==> src/rtl/wts_channel_scheduler_if.sv <==
// Register-side and generator-side signals of the wave table channel scheduler.
// The master drives enable and requests; the scheduler (slave) drives the slot outputs.
interface wts_channel_scheduler_if;
    logic       enable;
    logic [4:0] reset_req;
    logic [2:0] active;
    logic       address_reset;
    logic       frame_start;
    logic       sample_strobe;
    logic [4:0] reset_pending;

    modport master (
        output enable, reset_req,
        input  active, address_reset, frame_start, sample_strobe, reset_pending
    );

    modport slave (
        input  enable, reset_req,
        output active, address_reset, frame_start, sample_strobe, reset_pending
    );
endinterface

==> src/rtl/wts_channel_scheduler.sv <==
// Frame sequencer: one update slot per channel A..E per frame, then idle slots.
// Latched address-reset requests are delivered as a pulse on the owning channel's slot.
module wts_channel_scheduler #(
    parameter int unsigned FRAME_CYCLES = 16
) (
    input  logic                        clk,
    input  logic                        reset,
    wts_channel_scheduler_if.slave      bus
);

    localparam int unsigned CW     = (FRAME_CYCLES > 1) ? $clog2(FRAME_CYCLES) : 1;
    localparam int unsigned NCH    = 5;
    localparam logic [CW-1:0] C_LAST = CW'(FRAME_CYCLES - 1);
    localparam logic [2:0]    IDLE   = 3'd7;

    typedef enum logic {
        ST_PARK,
        ST_RUN
    } state_e;

    state_e          state_q, state_d;
    logic [CW-1:0]   c_q, c_d;
    logic [NCH-1:0]  pending_q, pending_d;
    logic [2:0]      active_q, active_d;
    logic            address_reset_q, address_reset_d;
    logic            frame_start_q, frame_start_d;
    logic            sample_strobe_q, sample_strobe_d;
    logic            slot_live;

    // Leaving park counts as slot 0 of a new frame, so the first frame starts immediately.
    always_comb begin
        state_d         = state_q;
        c_d             = c_q;
        pending_d       = pending_q;
        active_d        = IDLE;
        address_reset_d = 1'b0;
        frame_start_d   = 1'b0;
        sample_strobe_d = 1'b0;
        slot_live       = 1'b0;

        unique case (state_q)
            ST_PARK: begin
                c_d = '0;
                if (bus.enable) begin
                    slot_live = 1'b1;
                    state_d   = ST_RUN;
                    c_d       = CW'(1);
                end
            end
            ST_RUN: begin
                slot_live = 1'b1;
                if (c_q == C_LAST) begin
                    c_d = '0;
                    if (!bus.enable) begin
                        state_d = ST_PARK;
                    end
                end else begin
                    c_d = c_q + CW'(1);
                end
            end
            default: begin
                state_d = ST_PARK;
                c_d     = '0;
            end
        endcase

        if (slot_live) begin
            active_d        = (c_q < CW'(NCH)) ? 3'(c_q) : IDLE;
            frame_start_d   = (c_q == '0);
            sample_strobe_d = (c_q == CW'(NCH));
        end

        // A request coinciding with its own service slot merges into that service.
        for (int i = 0; i < int'(NCH); i++) begin
            if (slot_live && (c_q == CW'(i)) && pending_q[i]) begin
                pending_d[i]    = 1'b0;
                address_reset_d = 1'b1;
            end else begin
                pending_d[i] = pending_q[i] | bus.reset_req[i];
            end
        end
    end

    always_ff @(posedge clk) begin
        if (reset) begin
            state_q         <= ST_PARK;
            c_q             <= '0;
            pending_q       <= '0;
            active_q        <= IDLE;
            address_reset_q <= 1'b0;
            frame_start_q   <= 1'b0;
            sample_strobe_q <= 1'b0;
        end else begin
            state_q         <= state_d;
            c_q             <= c_d;
            pending_q       <= pending_d;
            active_q        <= active_d;
            address_reset_q <= address_reset_d;
            frame_start_q   <= frame_start_d;
            sample_strobe_q <= sample_strobe_d;
        end
    end

    assign bus.active        = active_q;
    assign bus.address_reset = address_reset_q;
    assign bus.frame_start   = frame_start_q;
    assign bus.sample_strobe = sample_strobe_q;
    assign bus.reset_pending = pending_q;

endmodule
==> src/flat_wrapper.sv <==
// flat-port wrapper written by rule: the top's interface ports become plain ports
module wts_channel_scheduler_flat 
#(
    parameter int unsigned FRAME_CYCLES = 16
)
  (clk, reset, bus_enable, bus_reset_req, bus_active, bus_address_reset, bus_frame_start, bus_sample_strobe, bus_reset_pending);
  wts_channel_scheduler_if bus_i ();
  input  logic clk;
  input  logic reset;
  input wire logic [$bits(bus_i.enable)-1:0] bus_enable;
  input wire logic [$bits(bus_i.reset_req)-1:0] bus_reset_req;
  output wire logic [$bits(bus_i.active)-1:0] bus_active;
  output wire logic [$bits(bus_i.address_reset)-1:0] bus_address_reset;
  output wire logic [$bits(bus_i.frame_start)-1:0] bus_frame_start;
  output wire logic [$bits(bus_i.sample_strobe)-1:0] bus_sample_strobe;
  output wire logic [$bits(bus_i.reset_pending)-1:0] bus_reset_pending;
  assign bus_i.enable = bus_enable;
  assign bus_i.reset_req = bus_reset_req;
  assign bus_active = bus_i.active;
  assign bus_address_reset = bus_i.address_reset;
  assign bus_frame_start = bus_i.frame_start;
  assign bus_sample_strobe = bus_i.sample_strobe;
  assign bus_reset_pending = bus_i.reset_pending;
  wts_channel_scheduler #(.FRAME_CYCLES(FRAME_CYCLES)) u_core (.clk(clk), .reset(reset), .bus(bus_i));
endmodule
==> config.mk <==
export PLATFORM = sky130hd
export DESIGN_NAME = wts_channel_scheduler_flat
export DESIGN_NICKNAME = d
export VERILOG_FILES = /design/src/rtl/wts_channel_scheduler_if.sv /design/src/rtl/wts_channel_scheduler.sv /design/src/flat_wrapper.sv
export SDC_FILE = /design/constraint.sdc
export NUM_CORES = 1
export LEC_CHECK = 0
export ABC_AREA = 1
export CAP_MARGIN = 20
export CORE_UTILIZATION = 49
export CTS_CLUSTER_DIAMETER = 80
export CTS_CLUSTER_SIZE = 24
export DETAILED_ROUTE_END_ITERATION = 8
export GPL_TIMING_DRIVEN = 1
export PLACE_DENSITY = 0.85
export SLEW_MARGIN = 10
export SYNTH_ARGS = -nofsm -noshare
export SYNTH_HDL_FRONTEND = slang
export SYNTH_SLANG_ARGS = --single-unit
==> constraint.sdc <==
create_clock -name clk -period 2.3 [get_ports clk]
set_input_delay 0.46 -clock clk [delete_from_list [all_inputs] [get_ports clk]]
set_output_delay 0.46 -clock clk [all_outputs]
set_load 0.01 [all_outputs]
==> results.json, run 1 <==
{
  "run_status": "finished clean",
  "die_y_um": 40.22,
  "grt_pass1_vias": 509,
  "synth_flop_cell": "dfxtp_1",
  "grt_first_pass_wirelength_um": 2076,
  "r2r-end": "u_core.bus.address_reset$_SDFF_PP0_",
  "vdd_drop_max_mv": 0.3574,
  "slew-limit-headroom": 0.7722,
  "routability_congestion_estimate_from_global_placement": 0.7999,
  "final_instance_count_without_filler_cells": 118,
  "postPlaceCellArea_sq_um": 903.4,
  "fp.dieArea_sq_mm": 0.001617,
  "reg2reg_slack_ns": 0.97,
  "postCtsSetupBuffers": 0,
  "groute.usage.overall": 0.2097,
  "crit_path_top_delay_cell": "clkdlybuf4s50_1",
  "synthesized_instance_count": 82,
  "worst_hold_path.endpoint": "u_core.bus.reset_pending[1]$_SDFF_PP0_",
  "worst_setup_path_start_kind": "flip-flop",
  "dr_wl_met2_um": 601,
  "finClkSkew_ns": 0.001460,
  "detailedPlacementHpwl_um": 1018,
  "power.share.combinational": 0.165,
  "rsz0062_at_grt": "no",
  "crit_required_ns": 1.84,
  "critical_path.top_delay_family": "buffers and inverters",
  "top_level_ports": 19,
  "drive_above_1_share": 0.1845,
  "switching_share": 0.2523,
  "synth.area.top_cells": "dfxtp_1 (45%), ha_1 (8.7%), inv_1 (6.3%)",
  "fin_tns_setup_ns": 0,
  "overall_die_width_um": 40.22,
  "root_buffer": "clkbuf_4",
  "holdBufCountCts": 0,
  "detail_route.iter0.violations": 4,
  "intPower_mw": 0.4440,
  "post-route-period-util": 0.7217,
  "crit_chain": "clkdlybuf4s50_1",
  "place_inst": 114,
  "synth_sequential_area_ratio": 0.4476,
  "clk_pin_slew_ns": 0.09,
  "worstPathArrival_ns": 1.20,
  "routed_wire_length_per_instance_um": 10.83,
  "cts_inserted_buffers": 3,
  "timing.critical_path.fanout_max": 3,
  "maxUsedRoutingLayer": "met4",
  "grt_start_max_net_pins": 10,
  "p_leak_nw": 0.4164,
  "layout.nets": 117,
  "worst_skew_pair.late_latency_ns": 0.29,
  "fraction_of_synthesized_cell_area_taken_by_the_top_area_cell_type": 0.4476,
  "design_area_sq_um": 939.7,
  "cells_resized_by_post_cts_repair": 0,
  "wl_met3_um": 67,
  "fp.coreArea_sq_mm": 0.001334,
  "power.clock.fraction": 0.316,
  "floorplan.rows": 13,
  "p_per_area_mw_per_mm2": 632.0,
  "hold_start": "u_core.bus.reset_pending[1]$_SDFF_PP0_",
  "number_of_hold_violations_in_the_final_report": 0,
  "category_of_the_worst_setup_path_capture_point": "output port",
  "cts_max_path_buffers": 2,
  "io_buffer_count": 18,
  "cts-htree-levels": 1,
  "cp_slowest_stage_delay_ns": 0.54,
  "drt-pass1-iter-count": 2,
  "starting_utilization_of_the_core_area": 0.5366,
  "p_total_mw": 0.5938,
  "detail_route.wirelength.met1_um": 583,
  "worst_hold_path.num_cells": 2,
  "synth_fp_nets": 95,
  "tritoncts": "built",
  "layout-area-overhead-vs-synth_pct": 31.29,
  "yosysUniqueCellTypes": 21,
  "timing_max_transition_violations_final": 0,
  "period_needed_ns": 1.660,
  "finalSetupViolations": 0,
  "tightestPinTransition_ns": 0.3412,
  "postSynth.asyncResetShare": 0,
  "synth_area_leader_cell": "dfxtp_1",
  "holdCritPathClass": "reg -> reg",
  "synth_common_cells": "dfxtp_1 (16), inv_1 (12), nand2_1 (10)",
  "net_switching_power_figure_mw": 0.1498,
  "pwr-share-seq": 0.518,
  "antenna_left": 0,
  "r2r.worst_path.cells": 8,
  "synth_enable_flop_cells": 0,
  "synth.avg_cell_area_sq_um": 8.728,
  "via_count": 572,
  "max-cap-violations": 0,
  "antenna_found_initial": 0,
  "globalRoute.totalOverflow": 0,
  "diodes": 0,
  "timing_worst_setup_path_type": "reg -> out",
  "maximum_achievable_frequency_mhz": 602.4,
  "post_syn_area_sq_um": 715.7,
  "number_of_drc_violations_after_detailed_routing": 0,
  "most_frequent_cell_after_synthesis": "dfxtp_1",
  "synth_warnings": 0,
  "avgViaCountPerCell": 4.847,
  "flip_flop_and_latch_count_after_synthesis": 16,
  "hold_ws_ns": 0.5402,
  "r2r_start": "u_core.c_q[0]$_SDFF_PP0_",
  "crit_buf_inv": 1,
  "clock_sinks": 16,
  "drt_wl_total_um": 1278
}
## final cells by class
| cell class | count | area, sq um |
|---|---|---|
| well taps | 15 | 18.77 |
| flip-flops and latches | 16 | 320.3 |
| inverters | 15 | 56.30 |
| multi-input cells | 50 | 327.8 |
| clock buffers | 4 | 36.28 |
| fillers | 107 | 394.1 |
| repair buffers | 18 | 180.2 |
## worst min-delay path, delay by kind of cell, from the launching register on
kind,cells,cell delay (ns)
buffers and inverters,1,0.05
AO/OA/AOI/OAI,1,0.10
flip-flops,1,0.36
## cells by family after synthesis
| kind of cell | synth area share |
|---|---|
| buf+inv | 0.09440 |
| simple gates | 0.2780 |
| flops | 0.4476 |
| fa+ha+maj | 0.08741 |
| compound gates | 0.09265 |
## cells in the final DEF, fill, tap and decap left out, drive strengths merged
master and count:
nand3b 1, dfxtp 16, o211ai 3, nand3 3, nor3 2, a21oi 4, clkdlybuf4s50 18, inv 15
nand2 14, nor2 10, nand4 3, o21ai 4, clkbuf 4, nor3b 1, ha 5
## stage by stage
| stage | utilization | worst slack [ns] |
|---|---|---|
| 4_1_cts | 0.7045 | 0.6187 |
| 2_1_floorplan | - | 1.157 |
| 5_1_grt | 0.7045 | 0.5816 |
| 3_3_place_gp | 0.6773 | 0.7339 |
| 6_report | 0.7045 | 0.6401 |
| 3_5_place_dp | 0.6773 | 0.7227 |
## sequential cells by signal, indices dropped and copies added (netlist names)
| signal | flops |
|---|---|
| u_core.state_q | 1 |
| u_core.bus.sample_strobe | 1 |
| u_core.bus.reset_pending | 5 |
| u_core.bus.address_reset | 1 |
| u_core.bus.active | 3 |
| u_core.c_q | 4 |
| u_core.bus.frame_start | 1 |
## worst max-delay path by stage
stage | from | end | slack (ns) | depth (start not counted)
2_1_floorplan | u_core.c_q[0]$_SDFF_PP0_ | u_core.bus.address_reset$_SDFF_PP0_ | 1.16 | 8
3_3_place_gp | reset | u_core.bus.frame_start$_SDFF_PP0_ | 0.73 | 6
3_5_place_dp | reset | u_core.bus.frame_start$_SDFF_PP0_ | 0.72 | 6
4_1_cts | u_core.bus.reset_pending[4]$_SDFF_PP0_ | bus_reset_pending[4] | 0.62 | 1
5_1_grt | u_core.bus.reset_pending[0]$_SDFF_PP0_ | bus_reset_pending[0] | 0.58 | 1
6_report | u_core.bus.reset_pending[1]$_SDFF_PP0_ | bus_reset_pending[1] | 0.64 | 1
## power by group through the flow
stage | Sequential, mW | Combinational, mW | Clock [mW]
CTS | 0.308 | 0.0998 | 0.192
global route | 0.311 | 0.109 | 0.205
floorplan | 0.319 | 0.0446 | 0
finish | 0.308 | 0.0982 | 0.188
detailed placement | 0.315 | 0.0993 | 0
global placement | 0.314 | 0.0975 | 0
## routing by layer
metal	track usage	vias up
li1	-	303
met1	0.2230	249
met2	0.3347	16
met3	0.08333	4
met4	0.1500	0
met5	0	-
No activity file was read; power rests on OpenSTA's default activity.
==> run 2: changes to the inputs <==
--- a/config.mk
+++ b/config.mk
@@ -7,12 +7,12 @@
 export LEC_CHECK = 0
 export ABC_AREA = 1
 export CAP_MARGIN = 20
-export CORE_UTILIZATION = 49
+export CORE_UTILIZATION = 41
 export CTS_CLUSTER_DIAMETER = 80
 export CTS_CLUSTER_SIZE = 24
 export DETAILED_ROUTE_END_ITERATION = 8
 export GPL_TIMING_DRIVEN = 1
-export PLACE_DENSITY = 0.85
+export PLACE_DENSITY = 0.76
 export SLEW_MARGIN = 10
 export SYNTH_ARGS = -nofsm -noshare
 export SYNTH_HDL_FRONTEND = slang
==> constraint.sdc (replaced) <==
create_clock -name clk -period 1.45 [get_ports clk]
set_input_delay 0.29 -clock clk [delete_from_list [all_inputs] [get_ports clk]]
set_output_delay 0.29 -clock clk [all_outputs]
set_load 0.01 [all_outputs]
==> results.json, run 2 (synthesis gave the netlist of run 1 again) <==
{
  "crit_required_ns": 1.16,
  "r2r.worst_path.cells": 8,
  "globalRoute.totalOverflow": 0,
  "p_per_area_mw_per_mm2": 971.5,
  "holdBufCountCts": 0,
  "number_of_hold_violations_in_the_final_report": 0,
  "finalSetupViolations": 0,
  "tightestPinTransition_ns": 0.3132,
  "detail_route.iter0.violations": 8,
  "switching_share": 0.2456,
  "layout-area-overhead-vs-synth_pct": 32.34,
  "grt_first_pass_wirelength_um": 1911,
  "largest_register_ffs": 5,
  "layout.cells.most_common": "dfxtp_1",
  "top_level_ports": 19,
  "timing.critical_path.fanout_max": 1,
  "cts_inserted_buffers": 3,
  "drt-pass1-iter-count": 6,
  "design_area_sq_um": 947.2,
  "cts-htree-levels": 1,
  "crit_buf_inv": 1,
  "vdd_drop_max_mv": 0.5651,
  "worst_skew_pair.late_latency_ns": 0.28,
  "antenna_left": 0,
  "net_switching_power_figure_mw": 0.2260,
  "timing_worst_setup_path_type": "reg -> out",
  "setup.worst_path.start": "u_core.bus.active[0]$_SDFF_PP1_",
  "period_needed_ns": 1.408,
  "power.clock.fraction": 0.312,
  "routability_congestion_estimate_from_global_placement": 0.8246,
  "p_leak_nw": 0.4917,
  "clock_sinks": 16,
  "critical_path.top_delay_family": "buffers and inverters",
  "cp_slowest_stage_delay_ns": 0.52,
  "postPlaceCellArea_sq_um": 904.6,
  "fp.dieArea_sq_mm": 0.001917,
  "tritoncts": "built",
  "layout.nets": 117,
  "p_total_mw": 0.9201,
  "detailedPlacementHpwl_um": 971.6,
  "slew-limit-headroom": 0.7909,
  "maximum_achievable_frequency_mhz": 710.5,
  "routed_wire_length_per_instance_um": 10.18,
  "fp.coreArea_sq_mm": 0.001577,
  "grt_pass1_vias": 492,
  "cell_count_along_the_critical_path": 1,
  "r2r_start": "u_core.c_q[0]$_SDFF_PP0_",
  "num-fill-cells": 143,
  "io_buffer_count": 18,
  "diodes": 0,
  "root_buffer": "clkbuf_4",
  "hold_ws_ns": 0.5397,
  "finClkSkew_ns": 0.001461,
  "sequential_cell_area_sq_um": 320.3,
  "overall_die_width_um": 43.78,
  "failed_checks": "design-rule violations",
  "critPathCapture": "bus_active[0]",
  "starting_utilization_of_the_core_area": 0.4540,
  "pwr-share-seq": 0.529,
  "fin_tns_setup_ns": 0,
  "number_of_drc_violations_after_detailed_routing": 2,
  "drt_wl_total_um": 1211,
  "r2r-end": "u_core.bus.address_reset$_SDFF_PP0_",
  "place_inst": 115,
  "crit_chain": "clkdlybuf4s50_1",
  "floorplan.rows": 14,
  "reg2reg_slack_ns": 0.18,
  "drive_above_1_share": 0.1845,
  "max-cap-violations": 0,
  "run_status": "finished with violations",
  "worstPathArrival_ns": 1.12,
  "avgViaCountPerCell": 4.807,
  "antenna_found_initial": 0,
  "category_of_the_worst_setup_path_capture_point": "output port",
  "holdCritPathClass": "reg -> reg",
  "grt_start_max_net_pins": 10,
  "power.share.combinational": 0.159,
  "timing_max_transition_violations_final": 0,
  "cts_max_path_buffers": 2,
  "final_instance_count_without_filler_cells": 119,
  "intPower_mw": 0.6941,
  "postCtsSetupBuffers": 0,
  "most_used_cells_in_the_layout_excluding_fill_and_tap_cells": "dfxtp_1 (16), inv_1 (12), nand2_1 (10)",
  "clk_pin_slew_ns": 0.09,
  "post-route-period-util": 0.9707,
  "multiInputGateArea_sq_um": 327.8,
  "via_count": 572,
  "groute.usage.overall": 0.1410,
  "worst_setup_path_start_kind": "flip-flop",
  "crit_path_top_delay_cell": "clkdlybuf4s50_1",
  "die_y_um": 43.78
}
==> run 2: cell count changes in the layout (fill, tap and decap cells not counted), sizes merged <==
cell / change
clkdlybuf4s50: -10
dlygate4sd2: +5
dlymetal6s2s: +5
==> run 2: how the worst min path moves through the flow <==
| stage | start | endpoint | slack, ns | cells after the start |
|---|---|---|---|---|
| 6_report | u_core.bus.reset_pending[3]$_SDFF_PP0_ | u_core.bus.reset_pending[3]$_SDFF_PP0_ | 0.54 | 2 |
| 2_1_floorplan | reset | u_core.bus.address_reset$_SDFF_PP0_ | 0.36 | 1 |
| 4_1_cts | u_core.bus.reset_pending[3]$_SDFF_PP0_ | u_core.bus.reset_pending[3]$_SDFF_PP0_ | 0.54 | 2 |
| 3_5_place_dp | u_core.state_q$_SDFF_PP0_ | u_core.c_q[0]$_SDFF_PP0_ | 0.52 | 1 |
| 5_1_grt | u_core.bus.reset_pending[1]$_SDFF_PP0_ | u_core.bus.reset_pending[1]$_SDFF_PP0_ | 0.56 | 2 |
| 3_3_place_gp | u_core.state_q$_SDFF_PP0_ | u_core.c_q[0]$_SDFF_PP0_ | 0.52 | 1 |
==> run 2: metrics by stage <==
stage / utilization / worst slack, ns
2_1_floorplan: - / 0.3069
3_3_place_gp: 0.5738 / 0.06229
3_5_place_dp: 0.5738 / 0.05456
4_1_cts: 0.5929 / 0.008137
5_1_grt: 0.6008 / -0.0003005
6_report: 0.6008 / 0.04250
==> run 2: area by class of cell <==
cell class,count,share of cell area
flip-flops and latches,16,0.3382
clock buffers,4,0.03831
well taps,16,0.02114
multi-input cells,50,0.3461
repair buffers,18,0.1968
inverters,15,0.05945
==> run 2: power by group through the flow <==
| stage | Sequential (mW) | Clock (mW) | Combinational, mW |
|---|---|---|---|
| after global placement | 0.498 | 0 | 0.156 |
| after detailed placement | 0.498 | 0 | 0.157 |
| final | 0.487 | 0.288 | 0.146 |
| after CTS | 0.487 | 0.304 | 0.151 |
| after global routing | 0.490 | 0.323 | 0.161 |
| after floorplan | 0.507 | 0 | 0.0707 |
==> run 2: timing repair <==
action	4_1_cts	5_1_grt
hold endpoints to repair	0	0
setup endpoints to repair	5	5
gates resized for setup	5	5
==> run 2: routing by layer <==
metal,GRT usage,up-vias,part of all wire
met5,0,-,0
met4,0.1313,0,0.0033
met1,0.1654,250,0.46
li1,-,308,-
met3,0.03750,2,0.044
met2,0.2060,12,0.49
